### src/rtl/axi_rd_arbiter_pkg.sv
// axi_rd_arbiter shared types and constants.
// Imported by the interface, counter and top.
package axi_rd_arbiter_pkg;

  localparam logic [3:0] ARID_INST = 4'd0;
  localparam logic [3:0] ARID_DATA = 4'd1;

  localparam logic [1:0] AXI_BURST_INCR = 2'b01;

  typedef enum logic {
    AR_IDLE,
    AR_BUSY
  } ar_state_e;

  typedef struct packed {
    logic [3:0]  id;
    logic [31:0] addr;
    logic [2:0]  size;
  } ar_req_t;

  function automatic logic [2:0] to_arsize(
    input logic [1:0] i_size
  );
    return {1'b0, i_size};
  endfunction

endpackage

### src/rtl/axi_rd_arbiter_if.sv
// Requester ports plus AXI3 AR/R channels.
// master: the arbiter; slave: requesters and AXI slave.
interface axi_rd_arbiter_if;

  logic        inst_req;
  logic [1:0]  inst_size;
  logic [31:0] inst_addr;
  logic        inst_addr_ok;
  logic        inst_data_ok;
  logic [31:0] inst_rdata;

  logic        data_req;
  logic [1:0]  data_size;
  logic [31:0] data_addr;
  logic        data_addr_ok;
  logic        data_data_ok;
  logic [31:0] data_rdata;

  logic [3:0]  arid;
  logic [31:0] araddr;
  logic [7:0]  arlen;
  logic [2:0]  arsize;
  logic [1:0]  arburst;
  logic [1:0]  arlock;
  logic [3:0]  arcache;
  logic [2:0]  arprot;
  logic        arvalid;
  logic        arready;

  logic [3:0]  rid;
  logic [31:0] rdata;
  logic [1:0]  rresp;
  logic        rlast;
  logic        rvalid;
  logic        rready;

  logic        rid_err;

  modport master (
    input  inst_req, inst_size, inst_addr,
    output inst_addr_ok, inst_data_ok, inst_rdata,
    input  data_req, data_size, data_addr,
    output data_addr_ok, data_data_ok, data_rdata,
    output arid, araddr, arlen, arsize, arburst,
    output arlock, arcache, arprot, arvalid,
    input  arready,
    input  rid, rdata, rresp, rlast, rvalid,
    output rready,
    output rid_err
  );

  modport slave (
    output inst_req, inst_size, inst_addr,
    input  inst_addr_ok, inst_data_ok, inst_rdata,
    output data_req, data_size, data_addr,
    input  data_addr_ok, data_data_ok, data_rdata,
    input  arid, araddr, arlen, arsize, arburst,
    input  arlock, arcache, arprot, arvalid,
    output arready,
    output rid, rdata, rresp, rlast, rvalid,
    input  rready,
    input  rid_err
  );

endinterface

### src/rtl/axi_rd_arbiter_outst_cnt.sv
// Outstanding-read counter for one ARID.
// Saturates at MAX_OUT, ignores decrement at zero.
module outst_cnt #(
  parameter int MAX_OUT = 2
) (
  input  logic       clk,
  input  logic       rst_n,
  input  logic       i_inc,
  input  logic       i_dec,
  output logic [1:0] o_cnt,
  output logic       o_full,
  output logic       o_empty,
  output logic       o_udf
);

  localparam logic [1:0] MAX_C = MAX_OUT[1:0];

  logic [1:0] r_cnt;

  always_ff @(posedge clk or negedge rst_n) begin
    if (!rst_n) begin
      r_cnt <= 2'd0;
    end else begin
      unique case ({i_inc, i_dec})
        2'b10: if (r_cnt < MAX_C) r_cnt <= r_cnt + 2'd1;
        2'b01: if (r_cnt != 2'd0) r_cnt <= r_cnt - 2'd1;
        default: r_cnt <= r_cnt;
      endcase
    end
  end

  assign o_cnt   = r_cnt;
  assign o_full  = (r_cnt >= MAX_C);
  assign o_empty = (r_cnt == 2'd0);
  assign o_udf   = i_dec & ~i_inc & o_empty;

endmodule

### src/rtl/axi_rd_arbiter.sv
// Two-port read arbiter onto one AXI3 AR/R pair.
// Data beats inst; R beats steered back by RID.
module axi_rd_arbiter
  import axi_rd_arbiter_pkg::*;
#(
  parameter int MAX_OUT = 2
) (
  input  logic              aclk,
  input  logic              aresetn,
  axi_rd_arbiter_if.master  bus
);

  ar_state_e   r_state;
  ar_state_e   w_state_nxt;
  ar_req_t     r_ar;
  ar_req_t     w_ar_nxt;
  logic        w_grant_d;
  logic        w_grant_i;

  logic        r_rready;
  logic        r_inst_ok;
  logic        r_data_ok;
  logic [31:0] r_inst_rdata;
  logic [31:0] r_data_rdata;
  logic        r_rid_err;

  logic        w_ar_hs;
  logic        w_r_hs;
  logic        w_inc_i;
  logic        w_inc_d;
  logic        w_dec_i;
  logic        w_dec_d;
  logic        w_bad_rid;

  logic        w_full_i;
  logic        w_full_d;
  logic        w_empty_i;
  logic        w_empty_d;
  logic        w_udf_i;
  logic        w_udf_d;
  logic [1:0]  w_cnt_i;
  logic [1:0]  w_cnt_d;
  logic        w_unused;

  always_comb begin
    w_state_nxt = r_state;
    w_grant_d   = 1'b0;
    w_grant_i   = 1'b0;
    unique case (r_state)
      AR_IDLE: begin
        if (bus.data_req && !w_full_d)
          w_grant_d = 1'b1;
        else if (bus.inst_req && !w_full_i)
          w_grant_i = 1'b1;
        if (w_grant_d || w_grant_i)
          w_state_nxt = AR_BUSY;
      end
      AR_BUSY: begin
        if (bus.arready)
          w_state_nxt = AR_IDLE;
      end
    endcase
  end

  always_comb begin
    w_ar_nxt = r_ar;
    if (w_grant_d) begin
      w_ar_nxt.id   = ARID_DATA;
      w_ar_nxt.addr = bus.data_addr;
      w_ar_nxt.size = to_arsize(bus.data_size);
    end else if (w_grant_i) begin
      w_ar_nxt.id   = ARID_INST;
      w_ar_nxt.addr = bus.inst_addr;
      w_ar_nxt.size = to_arsize(bus.inst_size);
    end
  end

  always_ff @(posedge aclk or negedge aresetn) begin
    if (!aresetn) begin
      r_state <= AR_IDLE;
      r_ar    <= '0;
    end else begin
      r_state <= w_state_nxt;
      r_ar    <= w_ar_nxt;
    end
  end

  assign w_ar_hs = bus.arvalid & bus.arready;
  assign w_r_hs  = bus.rvalid & r_rready;
  assign w_inc_i = w_ar_hs & (r_ar.id == ARID_INST);
  assign w_inc_d = w_ar_hs & (r_ar.id == ARID_DATA);
  assign w_dec_i = w_r_hs & (bus.rid == ARID_INST);
  assign w_dec_d = w_r_hs & (bus.rid == ARID_DATA);
  assign w_bad_rid = w_r_hs & ~w_dec_i & ~w_dec_d;

  outst_cnt #(.MAX_OUT(MAX_OUT)) u_cnt_inst (
    .clk     (aclk),
    .rst_n   (aresetn),
    .i_inc   (w_inc_i),
    .i_dec   (w_dec_i),
    .o_cnt   (w_cnt_i),
    .o_full  (w_full_i),
    .o_empty (w_empty_i),
    .o_udf   (w_udf_i)
  );

  outst_cnt #(.MAX_OUT(MAX_OUT)) u_cnt_data (
    .clk     (aclk),
    .rst_n   (aresetn),
    .i_inc   (w_inc_d),
    .i_dec   (w_dec_d),
    .o_cnt   (w_cnt_d),
    .o_full  (w_full_d),
    .o_empty (w_empty_d),
    .o_udf   (w_udf_d)
  );

  // Single-beat reads: the returned word goes straight to its owner.
  always_ff @(posedge aclk or negedge aresetn) begin
    if (!aresetn) begin
      r_rready     <= 1'b0;
      r_inst_ok    <= 1'b0;
      r_data_ok    <= 1'b0;
      r_inst_rdata <= 32'd0;
      r_data_rdata <= 32'd0;
      r_rid_err    <= 1'b0;
    end else begin
      r_rready  <= 1'b1;
      r_inst_ok <= w_dec_i;
      r_data_ok <= w_dec_d;
      if (w_dec_i) r_inst_rdata <= bus.rdata;
      if (w_dec_d) r_data_rdata <= bus.rdata;
      r_rid_err <= r_rid_err | w_bad_rid
                 | w_udf_i | w_udf_d;
    end
  end

  assign bus.inst_addr_ok = w_grant_i;
  assign bus.data_addr_ok = w_grant_d;
  assign bus.inst_data_ok = r_inst_ok;
  assign bus.data_data_ok = r_data_ok;
  assign bus.inst_rdata   = r_inst_rdata;
  assign bus.data_rdata   = r_data_rdata;

  assign bus.arvalid = (r_state == AR_BUSY);
  assign bus.arid    = r_ar.id;
  assign bus.araddr  = r_ar.addr;
  assign bus.arsize  = r_ar.size;
  assign bus.arlen   = 8'd0;
  assign bus.arburst = AXI_BURST_INCR;
  assign bus.arlock  = 2'd0;
  assign bus.arcache = 4'd0;
  assign bus.arprot  = 3'd0;
  assign bus.rready  = r_rready;
  assign bus.rid_err = r_rid_err;

  assign w_unused = ^{bus.rresp, bus.rlast, w_cnt_i,
                      w_cnt_d, w_empty_i, w_empty_d};

endmodule

### src/flat_wrapper.sv
// flat-port wrapper written by rule: the top's interface ports become plain ports
module axi_rd_arbiter_flat import axi_rd_arbiter_pkg::*;
#(
  parameter int MAX_OUT = 2
)
  (aclk, aresetn, bus_inst_req, bus_inst_size, bus_inst_addr, bus_inst_addr_ok, bus_inst_data_ok, bus_inst_rdata, bus_data_req, bus_data_size, bus_data_addr, bus_data_addr_ok, bus_data_data_ok, bus_data_rdata, bus_arid, bus_araddr, bus_arlen, bus_arsize, bus_arburst, bus_arlock, bus_arcache, bus_arprot, bus_arvalid, bus_arready, bus_rid, bus_rdata, bus_rresp, bus_rlast, bus_rvalid, bus_rready, bus_rid_err);
  axi_rd_arbiter_if bus_i ();
  input  logic aclk;
  input  logic aresetn;
  input wire logic [$bits(bus_i.inst_req)-1:0] bus_inst_req;
  input wire logic [$bits(bus_i.inst_size)-1:0] bus_inst_size;
  input wire logic [$bits(bus_i.inst_addr)-1:0] bus_inst_addr;
  output wire logic [$bits(bus_i.inst_addr_ok)-1:0] bus_inst_addr_ok;
  output wire logic [$bits(bus_i.inst_data_ok)-1:0] bus_inst_data_ok;
  output wire logic [$bits(bus_i.inst_rdata)-1:0] bus_inst_rdata;
  input wire logic [$bits(bus_i.data_req)-1:0] bus_data_req;
  input wire logic [$bits(bus_i.data_size)-1:0] bus_data_size;
  input wire logic [$bits(bus_i.data_addr)-1:0] bus_data_addr;
  output wire logic [$bits(bus_i.data_addr_ok)-1:0] bus_data_addr_ok;
  output wire logic [$bits(bus_i.data_data_ok)-1:0] bus_data_data_ok;
  output wire logic [$bits(bus_i.data_rdata)-1:0] bus_data_rdata;
  output wire logic [$bits(bus_i.arid)-1:0] bus_arid;
  output wire logic [$bits(bus_i.araddr)-1:0] bus_araddr;
  output wire logic [$bits(bus_i.arlen)-1:0] bus_arlen;
  output wire logic [$bits(bus_i.arsize)-1:0] bus_arsize;
  output wire logic [$bits(bus_i.arburst)-1:0] bus_arburst;
  output wire logic [$bits(bus_i.arlock)-1:0] bus_arlock;
  output wire logic [$bits(bus_i.arcache)-1:0] bus_arcache;
  output wire logic [$bits(bus_i.arprot)-1:0] bus_arprot;
  output wire logic [$bits(bus_i.arvalid)-1:0] bus_arvalid;
  input wire logic [$bits(bus_i.arready)-1:0] bus_arready;
  input wire logic [$bits(bus_i.rid)-1:0] bus_rid;
  input wire logic [$bits(bus_i.rdata)-1:0] bus_rdata;
  input wire logic [$bits(bus_i.rresp)-1:0] bus_rresp;
  input wire logic [$bits(bus_i.rlast)-1:0] bus_rlast;
  input wire logic [$bits(bus_i.rvalid)-1:0] bus_rvalid;
  output wire logic [$bits(bus_i.rready)-1:0] bus_rready;
  output wire logic [$bits(bus_i.rid_err)-1:0] bus_rid_err;
  assign bus_i.inst_req = bus_inst_req;
  assign bus_i.inst_size = bus_inst_size;
  assign bus_i.inst_addr = bus_inst_addr;
  assign bus_inst_addr_ok = bus_i.inst_addr_ok;
  assign bus_inst_data_ok = bus_i.inst_data_ok;
  assign bus_inst_rdata = bus_i.inst_rdata;
  assign bus_i.data_req = bus_data_req;
  assign bus_i.data_size = bus_data_size;
  assign bus_i.data_addr = bus_data_addr;
  assign bus_data_addr_ok = bus_i.data_addr_ok;
  assign bus_data_data_ok = bus_i.data_data_ok;
  assign bus_data_rdata = bus_i.data_rdata;
  assign bus_arid = bus_i.arid;
  assign bus_araddr = bus_i.araddr;
  assign bus_arlen = bus_i.arlen;
  assign bus_arsize = bus_i.arsize;
  assign bus_arburst = bus_i.arburst;
  assign bus_arlock = bus_i.arlock;
  assign bus_arcache = bus_i.arcache;
  assign bus_arprot = bus_i.arprot;
  assign bus_arvalid = bus_i.arvalid;
  assign bus_i.arready = bus_arready;
  assign bus_i.rid = bus_rid;
  assign bus_i.rdata = bus_rdata;
  assign bus_i.rresp = bus_rresp;
  assign bus_i.rlast = bus_rlast;
  assign bus_i.rvalid = bus_rvalid;
  assign bus_rready = bus_i.rready;
  assign bus_rid_err = bus_i.rid_err;
  axi_rd_arbiter #(.MAX_OUT(MAX_OUT)) u_core (.aclk(aclk), .aresetn(aresetn), .bus(bus_i));
endmodule
### config.mk
export PLATFORM = sky130hd
export DESIGN_NAME = axi_rd_arbiter_flat
export DESIGN_NICKNAME = d
export VERILOG_FILES = /design/src/rtl/axi_rd_arbiter_pkg.sv /design/src/rtl/axi_rd_arbiter_if.sv /design/src/rtl/axi_rd_arbiter_outst_cnt.sv /design/src/rtl/axi_rd_arbiter.sv /design/src/flat_wrapper.sv
export SDC_FILE = /design/constraint.sdc
export NUM_CORES = 1
export LEC_CHECK = 0
export CORE_ASPECT_RATIO = 1.5
export CORE_MARGIN = 1.5
export CORE_UTILIZATION = 44
export CTS_BUF_LIST = sky130_fd_sc_hd__clkbuf_4
export DETAILED_ROUTE_END_ITERATION = 8
export PLACE_DENSITY_LB_ADDON = 0.05
export SYNTH_ARGS = -nofsm -noshare
export SYNTH_HDL_FRONTEND = slang
export SYNTH_SLANG_ARGS = --single-unit
### constraint.sdc
create_clock -name aclk -period 3.9 [get_ports aclk]
set_clock_uncertainty 0.05 [all_clocks]
set_input_delay 0.39 -clock aclk [delete_from_list [all_inputs] [get_ports aclk]]
set_output_delay 0.39 -clock aclk [all_outputs]
set_load 0.005 [all_outputs]
==> impl_results.md <==
* Mapped Area at 4660 um2
* Die ar. at ~11000 um2
* CTS tree: done
* GR peak layer: met2
* Area leader, netlist: dfrtp_1
* R2R Setup Slk at 1.85 ns
* CTS H-Tree Depth at 3
* Worst-margin pin slew at slightly below 0.8 ns
* Switch Pwr at 0.963 mW
* Max VDD drop at 0.274 mV
* Ant. Diodes at 0
* Hpwl dp at roughly 8600 um
* Initial drt markers at between 80 and 90
* Tmin final at 2.64 ns
* Flops & latches, synth at 108
* Internal power at 2.37 mW
* Yosys top cell area share at 0.580
* Clock Sinks at 108
* Total GRT Usage at 0.206
* Post-synth EDFFs at 0
* Core area at about 10000 um2
* Max FO, Critical Path at 6
* Vias in the first global route at 3471
* Min-delay worst type: in2async
* Most used DFF post-synth: dfrtp_1
* Unrepaired setup endpoints after global routing: no
* WL/cell at around 16 um
* Area contributors post-synth: dfrtp_1 58%, mux2_1 9.4%, mux2i_1 8.2%
* Worst slew margin at 0.480
* Syn. warnings at 0
* Post-route ant nets at 0
* CP Capture Type: output pin
* Final hold vios at 0
* Met1 Use GR at 0.237
* Mean post-synth cell area at 13.0 um2
* Residual DRC count at 0
* Clock tree root driver cell: clkbuf_4
* Total of max-cap violations at 0
* Setup_tns at 0 ns
* Clk pwr share at 0.158
* Nets at approximately 690
* Total gr overflow at 0
* Port Buffer Count at around 220
* Latest clock arrival within the worst-skew pair at 0.45 ns
* Power Dens Cells at 479 nW/um2
* Run status: finished, final reports clean
* Clock tree buffer depth at 2
* Comb pwr share at 0.356
* Die height at 129 um
* Worst Setup Path Type: reg2out
* Largest net degree at the start of global routing at 69
* Pleak at ~2.9 nW
* Worst EP required at 3.46 ns
* Max Slew Vio Count at 0
* Pre-CTS setup slack at 1.16 ns
* Reg2reg path depth at 5
* # rows at 45
* Asr flop ratio synth at 1.00
* Initial antenna violation count at 0
* Global-route wire length before repair at 17600 um
* Tcrit/Tclk final at 0.678
* Mapped Cells at 359
* Final setup viols at 0
* Gpl congestion at ~0.74
* Via count at 3453
* Routed wire length at roughly 11000 um
* CTS Hold Bufs at 1
* DIE WIDTH at 87.0 um
* RR Startpoint: u_core.u_cnt_data.o_cnt[1]
* GR Util met3 at 0.0796
* Switching portion of total power at 0.289
* CTS Buf Count at 9
* Post-cts resize count at 0
* Final WS setup at between 1 and 1.5 ns
* Fmax at 378 MHz
* IO Count at 242
* Post-CTS setup buffers at 0
* Register share of total power at 0.486
* Area Growth Syn to Fin at 49.4%
* Seq/Total Area, Yosys at 0.580
* FF-to-FF End: u_core.bus.araddr[1]
* Initial Util at 0.457
* Fraction of layout cells with a size suffix above 1 at 0.0969
* Drt first pass iters at 4
* Routing usage on met2 at 0.349
* Number of distinct library cells after synthesis at 33
* CP Data Arrival Time at 2.20 ns
* CTS clock-pin slew for the worst setup and hold paths at approximately 0.16 ns
* Worst setup SP type: flip-flop
* Vias per inst at 4.80
layer usage:
layer / wire length, um / vias up
li1: - / 1630
met1: 4270 / 1665
met4: 175 / 0
met5: 0 / -
met2: 5730 / 147
met3: 1240 / 11
power by group through the flow:
| stage | combinational (mW) | sequential (mW) | clock, mW |
|---|---|---|---|
| floorplan | 0.357 | 1.65 | 0 |
| global placement | 1.18 | 1.63 | 0 |
| detailed placement | 1.20 | 1.65 | 0 |
| CTS | 1.21 | 1.63 | 0.545 |
| global route | 1.29 | 1.67 | 0.582 |
| finish | 1.19 | 1.62 | 0.527 |
Yosys cell counts (3+ instances only):
cell type,number
nand2_1,3
buf_2,10
mux2_2,26
buf_4,25
mux2_1,39
inv_1,3
buf_6,5
mux2i_1,38
nor2_1,39
a21oi_1,36
dfrtp_1,108
metrics by stage:
step / utilization / hold slack, ns / area (um2) / instances / power, mW
detailed placement: 0.670 / 0.351 / 6830 / 702 / 2.85
global route: 0.683 / 0.389 / 6970 / 719 / 3.54
floorplan: - / 0.0444 / 4740 / 381 / 2.00
global placement: 0.670 / 0.350 / 6830 / 702 / 2.81
finish: 0.683 / 0.375 / 6970 / 719 / 3.34
CTS: 0.683 / 0.367 / 6970 / 719 / 3.38
area by class of cell:
class | count | area [um2]
Inverter | 4 | 15.0
Multi-Input combinational cell | 227 | 1730
Tap cell | 141 | 176
Clock buffer | 10 | 75.1
Timing Repair Buffer | 223 | 2210
Fill cell | 796 | 3230
Clock inverter | 6 | 50.0
Sequential cell | 108 | 2700
registers in the layout (all words and copies together) (netlist names), 2 cells and up:
register,flops
u_core.bus.araddr,32
u_core.bus.data_rdata,32
u_core.bus.inst_rdata,32
u_core.bus.arsize,2
u_core.u_cnt_data.o_cnt,2
u_core.u_cnt_inst.o_cnt,2
cells in the final DEF (no fill, tap or decap):
cell type	Yosys	final
conb_1	2	24
a21oi_4	0	1
dlygate4sd3_1	0	1
and4_2	0	1
dfrtp_1	108	108
and2_1	2	2
nor2_8	1	1
mux2_2	26	26
nor2b_1	1	1
a211o_1	1	1
o22ai_1	1	1
clkbuf_4	0	10
o41ai_1	1	1
nand4_2	1	1
mux2_1	39	39
nand2b_1	2	2
nor3_4	1	1
nand3_1	1	1
clkdlybuf4s50_1	0	214
mux2i_1	38	38
nand4_1	1	1
xnor2_1	1	1
a41oi_1	1	1
inv_2	1	1
a21oi_1	36	36
inv_1	3	3
a311oi_1	1	1
nand2_1	3	3
inv_6	0	1
and3b_1	1	1
nor3b_1	1	1
nor2_1	39	39
clkinv_4	0	3
o21ai_0	2	2
buf_4	25	8
clkinvlp_4	0	2
critical path: stages, from the launching register on:
cell and delay [ns]:
dfrtp_1 0.46, nand2b_1 0.37, nor3b_1 0.35, clkdlybuf4s50_1 0.58
worst max path at each step:
| stage | start | endpoint |
|---|---|---|
| CTS | u_core.u_cnt_data.o_cnt[1] | bus_inst_addr_ok |
| detailed placement | bus_rid[1] | u_core.bus.data_rdata[18] |
| finish | u_core.u_cnt_data.o_cnt[1] | bus_inst_addr_ok |
| global route | u_core.u_cnt_data.o_cnt[1] | bus_inst_addr_ok |
| global placement | bus_rid[1] | u_core.bus.data_rdata[30] |
| floorplan | bus_rid[1] | u_core.bus.data_rdata[10] |
cell families after synthesis:
kind of cell              Yosys count  share of synthesized area
buffers and inverters              46                     0.0679
other                               2                    0.00161
DFF                               108                      0.580
muxes                             103                      0.239
and+or+nand+nor                    55                     0.0588
xor gates and xnor gates            1                    0.00188
AOI/OAI and AO/OA                  44                     0.0515
(Power assumes the default switching activity.)
